<file path="src/rtl/uram_cmd_arbiter.sv">
// Round-robin sharing of the URAM lookup controller's find/add/del port between
// NUM_REQ requesters: one command in flight, completion tracking with timeout, tagged response.
module uram_cmd_arbiter #(
    parameter  int NUM_REQ  = 4,
    parameter  int KEY_W    = 29,
    parameter  int TIMEOUT  = 1024,
    parameter  int ERRCNT_W = 16,
    localparam int ID_W     = $clog2(NUM_REQ)
) (
    input  logic                     clk,
    input  logic                     rst,
    input  logic [NUM_REQ-1:0]       req_valid,
    input  logic [2*NUM_REQ-1:0]     req_op,
    input  logic [KEY_W*NUM_REQ-1:0] req_key,
    output logic [NUM_REQ-1:0]       req_ready,
    output logic                     uram_find,
    output logic                     uram_add,
    output logic                     uram_del,
    output logic [KEY_W-1:0]         uram_key,
    input  logic                     uram_busy,
    input  logic                     uram_find_ok,
    input  logic                     uram_find_ko,
    output logic                     resp_valid,
    output logic [ID_W-1:0]          resp_id,
    output logic [1:0]               resp_status,
    input  logic                     resp_ready,
    output logic [ERRCNT_W-1:0]      timeout_cnt
);
    localparam int TMR_W = $clog2(TIMEOUT) + 1;
    localparam logic [TMR_W-1:0] TMR_LAST = TMR_W'(TIMEOUT - 1);

    localparam logic [1:0] OP_NOP  = 2'b00;
    localparam logic [1:0] OP_FIND = 2'b01;
    localparam logic [1:0] OP_ADD  = 2'b10;
    localparam logic [1:0] OP_DEL  = 2'b11;

    localparam logic [1:0] ST_DONE = 2'b00;
    localparam logic [1:0] ST_HIT  = 2'b01;
    localparam logic [1:0] ST_MISS = 2'b10;
    localparam logic [1:0] ST_TMO  = 2'b11;

    typedef enum logic [2:0] {
        S_IDLE,
        S_ISSUE,
        S_SETTLE,
        S_WAIT,
        S_RESP
    } state_t;

    state_t              state_q, state_d;
    logic [ID_W-1:0]     rr_ptr_q, rr_ptr_d;
    logic [1:0]          op_q, op_d;
    logic [KEY_W-1:0]    key_q, key_d;
    logic                find_q, find_d;
    logic                add_q, add_d;
    logic                del_q, del_d;
    logic                resp_valid_q, resp_valid_d;
    logic [ID_W-1:0]     resp_id_q, resp_id_d;
    logic [1:0]          resp_status_q, resp_status_d;
    logic [TMR_W-1:0]    timer_q, timer_d;
    logic [ERRCNT_W-1:0] tocnt_q, tocnt_d;

    logic                gnt_vld;
    logic [ID_W-1:0]     gnt_idx;
    logic                hi_vld;
    logic [ID_W-1:0]     hi_idx;
    logic [ID_W-1:0]     lo_idx;
    logic [1:0]          sel_op;
    logic [KEY_W-1:0]    sel_key;
    logic [TMR_W-1:0]    timer_inc;
    logic                cmd_done;

    // Two priority scans: lowest valid at/after rr_ptr, else lowest valid overall (wrap).
    always_comb begin
        gnt_vld = 1'b0;
        hi_vld  = 1'b0;
        hi_idx  = '0;
        lo_idx  = '0;
        for (int i = NUM_REQ - 1; i >= 0; i--) begin
            if (req_valid[i]) begin
                gnt_vld = 1'b1;
                lo_idx  = ID_W'(i);
            end
            if (req_valid[i] && (ID_W'(i) >= rr_ptr_q)) begin
                hi_vld = 1'b1;
                hi_idx = ID_W'(i);
            end
        end
        gnt_idx = hi_vld ? hi_idx : lo_idx;
    end

    always_comb begin
        sel_op  = '0;
        sel_key = '0;
        for (int i = 0; i < NUM_REQ; i++) begin
            if (ID_W'(i) == gnt_idx) begin
                sel_op  = req_op[2*i +: 2];
                sel_key = req_key[KEY_W*i +: KEY_W];
            end
        end
    end

    // Ready is only offered from IDLE, and never while reset is held.
    always_comb begin
        req_ready = '0;
        if ((state_q == S_IDLE) && gnt_vld && !rst) begin
            req_ready[gnt_idx] = 1'b1;
        end
    end

    assign timer_inc = (timer_q == '1) ? timer_q : timer_q + TMR_W'(1);
    assign cmd_done  = !uram_busy && ((op_q != OP_FIND) || uram_find_ok || uram_find_ko);

    always_comb begin
        state_d       = state_q;
        rr_ptr_d      = rr_ptr_q;
        op_d          = op_q;
        key_d         = key_q;
        find_d        = 1'b0;
        add_d         = 1'b0;
        del_d         = 1'b0;
        resp_valid_d  = resp_valid_q;
        resp_id_d     = resp_id_q;
        resp_status_d = resp_status_q;
        timer_d       = timer_q;
        tocnt_d       = tocnt_q;
        unique case (state_q)
            S_IDLE: begin
                if (gnt_vld) begin
                    rr_ptr_d  = (gnt_idx == ID_W'(NUM_REQ - 1)) ? '0 : gnt_idx + ID_W'(1);
                    op_d      = sel_op;
                    resp_id_d = gnt_idx;
                    if (sel_op == OP_NOP) begin
                        state_d       = S_RESP;
                        resp_valid_d  = 1'b1;
                        resp_status_d = ST_DONE;
                    end else begin
                        state_d = S_ISSUE;
                        key_d   = sel_key;
                        timer_d = '0;
                        find_d  = (sel_op == OP_FIND);
                        add_d   = (sel_op == OP_ADD);
                        del_d   = (sel_op == OP_DEL);
                    end
                end
            end
            S_ISSUE: begin
                timer_d = timer_inc;
                state_d = S_SETTLE;
            end
            S_SETTLE: begin
                timer_d = timer_inc;
                state_d = S_WAIT;
            end
            S_WAIT: begin
                timer_d = timer_inc;
                // A completion seen on the last allowed cycle still beats the timeout.
                if (cmd_done) begin
                    state_d      = S_RESP;
                    resp_valid_d = 1'b1;
                    if (op_q != OP_FIND)  resp_status_d = ST_DONE;
                    else if (uram_find_ok) resp_status_d = ST_HIT;
                    else                   resp_status_d = ST_MISS;
                end else if (timer_q >= TMR_LAST) begin
                    state_d       = S_RESP;
                    resp_valid_d  = 1'b1;
                    resp_status_d = ST_TMO;
                    if (tocnt_q != '1) tocnt_d = tocnt_q + ERRCNT_W'(1);
                end
            end
            S_RESP: begin
                if (resp_ready) begin
                    resp_valid_d = 1'b0;
                    state_d      = S_IDLE;
                end
            end
            default: state_d = S_IDLE;
        endcase
    end

    always_ff @(posedge clk or posedge rst) begin
        if (rst) begin
            state_q       <= S_IDLE;
            rr_ptr_q      <= '0;
            op_q          <= '0;
            key_q         <= '0;
            find_q        <= 1'b0;
            add_q         <= 1'b0;
            del_q         <= 1'b0;
            resp_valid_q  <= 1'b0;
            resp_id_q     <= '0;
            resp_status_q <= '0;
            timer_q       <= '0;
            tocnt_q       <= '0;
        end else begin
            state_q       <= state_d;
            rr_ptr_q      <= rr_ptr_d;
            op_q          <= op_d;
            key_q         <= key_d;
            find_q        <= find_d;
            add_q         <= add_d;
            del_q         <= del_d;
            resp_valid_q  <= resp_valid_d;
            resp_id_q     <= resp_id_d;
            resp_status_q <= resp_status_d;
            timer_q       <= timer_d;
            tocnt_q       <= tocnt_d;
        end
    end

    assign uram_find   = find_q;
    assign uram_add    = add_q;
    assign uram_del    = del_q;
    assign uram_key    = key_q;
    assign resp_valid  = resp_valid_q;
    assign resp_id     = resp_id_q;
    assign resp_status = resp_status_q;
    assign timeout_cnt = tocnt_q;

endmodule

</file>
<file path="config.mk">
export PLATFORM = sky130hd
export DESIGN_NAME = uram_cmd_arbiter
export DESIGN_NICKNAME = d
export VERILOG_FILES = /design/src/rtl/uram_cmd_arbiter.sv
export SDC_FILE = /design/constraint.sdc
export NUM_CORES = 1
export LEC_CHECK = 0
export CORE_UTILIZATION = 45
export DETAILED_ROUTE_END_ITERATION = 16
export HOLD_SLACK_MARGIN = 0.02
export PLACE_DENSITY = 0.94
export SLEW_MARGIN = 10
export SYNTH_ARGS = -nofsm -noshare
export SYNTH_HDL_FRONTEND = slang
export SYNTH_SLANG_ARGS = --single-unit
</file>
<file path="constraint.sdc">
create_clock -name clk -period 3.93 [get_ports clk]
set_input_delay 0.5895 -clock clk [delete_from_list [all_inputs] [get_ports clk]]
set_output_delay 0.5895 -clock clk [all_outputs]
set_load 0.02 [all_outputs]
</file>
### After elaboration in Yosys (flattened, before gate mapping)

Cells that the tools add are included.

| cells by class | value |
|---|---|
| $add $sub $neg | 3 |
| $lt $le $gt $ge | 7 |
| eq/ne operators | 20 |
| mux-type cells | 61 |
| bitwise operators | 2 |
| reduce and logical (&&, ||, !) cells | 26 |

Operator list:

| kind | count |
|---|---|
| $mux 29 | 4 |
| $mux 2 | 20 |
| $mux 11 | 3 |
| $mux 1 | 23 |
| $pmux 11 s2 | 1 |
| $add 16x1->16 const B | 1 |
| $ne 16x16->1 const B | 1 |
| $mux 3 | 5 |
| $pmux 3 s5 | 1 |
| $reduce_and 4->1 | 3 |
| $add 11x1->11 const B | 1 |
| $eq 11x11->1 const B | 1 |
| $ge 11x10->1 const B | 1 |
| $logic_and 1x1->1 | 8 |
| $ne 2x2->1 const B | 4 |
| $eq 2x2->1 const B | 3 |
| $eq 3x2->1 const B | 2 |
| $reduce_and 3->1 | 2 |
| $reduce_and 5->1 | 1 |
| $eq 2x2->1 const A | 2 |
| $ge 1x2->1 const A | 2 |
| $ge 2x2->1 const A | 2 |
| $logic_not 2->1 | 2 |
| $mux 4 | 1 |
| 20 further kinds | 25 |

| word-level totals | value |
|---|---|
| flip-flop bits (word level) | 71 |
| input bits | 134 |
| output and inout port bits | 57 |
| logic and storage cells | 131 |

### Longest topological paths before layout

| logic depth | value |
|---|---|
| depth after elaboration | 16 |
| mapped depth | 12 |
| depth with buffers taken out | 10 |

### Worst setup path before layout

No wires, ideal clock.

| path | value |
|---|---|
| path kind | input -> output |
| start | input port rst |
| end | output port req_ready[0] |
| arrival time | 2.572 ns |
| required time | 3.340 ns |
| path slack | 0.769 ns |
| stages on the path | 2 |
| buffers on the path | 0 |
| path through | inv_1 > and3_1 |

| on the way | value |
|---|---|
| word-level cells in the longest chain between the ends | 3 |

Ends and longest elaborated chain:

| what | RTL line | source |
|---|---|---|
| start, declared | 11 | `input logic rst,` |
| $logic_not 1->1 (no source line) | -- |  |
| $logic_and 1x1->1 | 106 | `if ((state_q == S_IDLE) && gnt_vld && !rst) begin` |
| $mux 4 | 106 |  |
| end, declared | 15 | `output logic [NUM_REQ-1:0] req_ready,` |

Every way passes these cells.

### Worst setup path after layout

| path | value |
|---|---|
| start | input port req_valid[2] |
| end | output port req_ready[2] |

| on the way | value |
|---|---|
| word-level cells in the longest chain between the ends | 10 |
| elaborated cells on any way between the ends | 22 |
| classes of those cells | order compare (2); mux (16); reduce/logical (4) |

Ends and longest elaborated chain:

| what | RTL line | source |
|---|---|---|
| start, declared | 12 | `input logic [NUM_REQ-1:0] req_valid,` |
| $logic_and 1x1->1 | 84 | `if (req_valid[i] && (ID_W'(i) >= rr_ptr_q)) begin` |
| $mux 2 / $mux 1 (equally long branches) (3 in series) | 84 |  |
| $mux 2 * | 89 | `gnt_idx = hi_vld ? hi_idx : lo_idx;` |
| net gnt_idx[0] | 64 | `logic [ID_W-1:0] gnt_idx;` |
| $lt 2x3->1 (implied by the code) / $ge 2x1->1 (equally long branches) | 107 | `req_ready[gnt_idx] = 1'b1;` |
| $logic_and 1x1->1 (implied by the code) | 107 |  |
| $mux 1 (implied by the code) | 107 |  |
| $demux 1 s2 * | 107 |  |
| $mux 4 * | 106 |  |

The timed path passes the listed nets; every way through them passes the cells marked *.

==> metrics <==
status=finished, final reports clean; Vias=between 4000 and 5000; DRC Markers=0; XOR/XNOR Fraction of Synth Area=4.30%; crit-path cells=clkdlybuf4s50_1 -> mux2i_1 -> nor2_1 -> nor3_1 -> inv_1 -> ha_2 -> and3_1 -> clkdlybuf4s50_1; largest family of logic cells by synthesized area=simple AND/OR/NAND/NOR gates; Clk pwr share=14.9%; initial drt markers=223; initial antenna violation count=0; commonest cells after routing, fill and taps aside=clkdlybuf4s50_1, dfrtp_1, nand2_1, a21oi_1, nor3_1; switching pwr=1.65 mW; Critical-path top delay cell=clkdlybuf4s50_1; Top FF cell, synth=dfrtp_1; postcts setup bufs=0; endpoints failing setup=0; Ys Warns=0; Seq. cell area=1780 um^2; max-slew violation count=0; initial core utilization=46.7%; Hold Path Class=reg -> reg; Distinct cells, synth=58; crit path kind=in -> out; vias in the first global route=~4300; Ports=191; ANT nets after route=0; # diodes=0; RSZ-0062 raised after global routing=no; Clock Tree Buf Depth=2; delay-heaviest family, CP=buffers and inverters; Async SR Flop Fraction=100%; count of input and output buffers=190; core region area=8720 um^2; clk_lat worst skew=0.35 ns; Seq pwr share=between 30% and 40%; Syn Area/Cell=8.85 um^2; R2R setup slack=approximately 0.70 ns; worst slack, placed=~0.2 ns; largest net degree at the start of global routing=56; GRT Resource Usage Total=27.1%; post-synthesis cell count=460; Avg WL per Cell=about 17 um; Die H=97.1 um; adder-cell area share of the yosys netlist=1.84%; mux contribution to synthesized area=0.522%; Root Buffer=clkbuf_8; Slew headroom=17.0%; Static Leak=~2.6 nW; Worst Path Arrival=a little over 3 ns; nets=about 780; hpwl dp=a little under 10 mm; Chip Width=97.1 um; Post-synth EDFFs=0; Clock Skews=around 0.015 ns; Tcrit/Tclk final=92.9%; CTS tree=built; filler cell count=597; crit-path most repeated cell=clkdlybuf4s50_1; quantity of gates resized following cts=0; worst slew pin tran=approximately 1.2 ns; maximum net fanout on the critical path=26; Sw Ratio=43.2%; share of cells above drive strength 1=6.24%; Worst Setup End Kind=output port; post-route worst setup slack=0.278 ns; Post-Synth Simple-Gate Area=23.5%; Seq/Total Area, Yosys=43.6%; IR drop worst, VDD=0.348 mV; Post-Syn Area=4070 um^2; FP Rows=34; grt ovf=0; Multi-input gate area=2140 um^2; Power Density=614 nW/um^2; Critical Path RT=3.34 ns; Synth Net Count=600; peak per-stage delay on the critical path=0.55 ns; most common cell after layout, fill and taps aside=clkdlybuf4s50_1; Final Hold Vio Count=0; hold buffer count at cts=0; maximum clock frequency=~270 MHz; min cycle time layout=3.65 ns; Setup TNS=0 ns; Layout area overhead=53.1%; H-Tree Depth=3; post-synthesis compound-gate area fraction=a little over a fifth; total wire length=about 13 mm; startpoint class of the critical path=primary input; GPL Wtd Cong=0.906; first-pass GRT wire length=20.5 mm; CTS Buf Count=9; Comb power frac=a little over half; WHS=slightly below 0.5 ns; Internal=approximately 2.2 mW; Reg clk slew, reported paths=approximately 0.07 ns; Max Cap Viol=0; Num Clock Sinks=71; Yosys reg bits=between 70 and 80; DRT Pass-1 Iters=4; Buf+Inv Stages, Crit Path=3; die area=9440 um^2; via/cell ratio=roughly 5.7
-- worst register-to-register path, stage by stage, from the launching register on --
cell and delay [ns]:
dfrtp_1 0.46, nand2b_1 0.19, a21oi_1 0.15, nor3_1 0.11, ha_1 0.30, buf_4 0.22
nor2b_2 0.96, a221oi_1 0.28, nor3_1 0.28, a21oi_1 0.09, o21ai_1 0.13
-- path summary, 6_finish.rpt --
kind | from | endpoint | cells after the start
min in group asynchronous | rst | uram_key[26] | 2
max in group asynchronous | rst | timeout_cnt[14] | 3
min reg2reg | uram_key[4] | uram_key[4] | 2
max | req_valid[2] | req_ready[2] | 8
min | uram_key[4] | uram_key[4] | 2
max reg2reg | rr_ptr_q[1] | uram_key[26] | 10
-- kinds of logic after synthesis --
| group | count (synthesis) |
|---|---|
| multiplexers | 2 |
| flip-flops | 71 |
| AND/OR/NAND/NOR | 185 |
| adder cells (fa/ha/maj) | 6 |
| buffers and inverters | 42 |
| XOR/XNOR | 20 |
| AO/OA/AOI/OAI | 134 |
-- routing by layer --
layer,track usage (%),share of wire [%],up-vias
met3,4.60,5.2,53
met2,48.2,51,181
met5,0,0,-
met4,17.5,5.9,0
li1,-,-,2025
met1,29.8,38,1994
-- state kept, by name, summed over array words and instances (netlist names) --
name / count
resp_valid: 1
uram_del: 1
resp_status: 2
rr_ptr_q: 2
uram_add: 1
uram_find: 1
uram_key: 29
op_q: 2
resp_id: 2
state_q: 3
timer_q: 11
timeout_cnt: 16
-- stage by stage --
| stage | std cells | utilization (%) | cell area [um^2] | power, mW |
|---|---|---|---|---|
| finish | 749 | 71.5 | 6230 | 3.83 |
| global route | 749 | 71.5 | 6230 | 4.09 |
| CTS | 749 | 71.5 | 6230 | 3.83 |
| detailed placement | 733 | 69.3 | 6040 | 3.24 |
| global placement | 733 | 69.3 | 6040 | 3.16 |
| floorplan | 460 | - | 4070 | 2.43 |
-- final cells by class --
cell class,instances,share of cell area (%)
multi-input cells,347,34.3
repair buffers,198,31.5
flip-flops and latches,71,28.5
well taps,108,2.17
clock buffers,11,2.11
clock inverters,5,0.943
inverters,9,0.542
-- power groups by stage --
stage	logic, mW	registers (mW)	clock network [mW]
6_report	2.10	1.16	0.572
3_5_place_dp	2.09	1.16	0
2_1_floorplan	1.12	1.32	0
5_1_grt	2.30	1.18	0.608
4_1_cts	2.10	1.15	0.581
3_3_place_gp	2.01	1.15	0
-- cells in the mapped netlist, drive strengths merged (2+ instances only) --
cell / count / share of area, %
buf: 5 / 0.86
and3: 10 / 1.6
nor2: 19 / 1.9
nand2: 58 / 5.3
a21boi: 2 / 0.37
nor3b: 2 / 0.37
dfrtp: 71 / 44
ha: 6 / 1.8
xor2: 8 / 1.7
a211oi: 5 / 1.0
a31oi: 7 / 1.4
clkbuf: 28 / 2.6
o21ai: 40 / 5.0
a221oi: 30 / 6.6
and4: 2 / 0.49
nor3: 34 / 4.5
xnor2: 12 / 2.6
nand2b: 2 / 0.31
o2bb2ai: 2 / 0.43
nand4: 12 / 1.8
nand3: 5 / 0.61
or2: 2 / 0.31
nor2b: 31 / 4.8
a21oi: 36 / 4.4
inv: 9 / 0.83
nand3b: 2 / 0.37
Note: power is estimated with default switching activity, not from simulation.
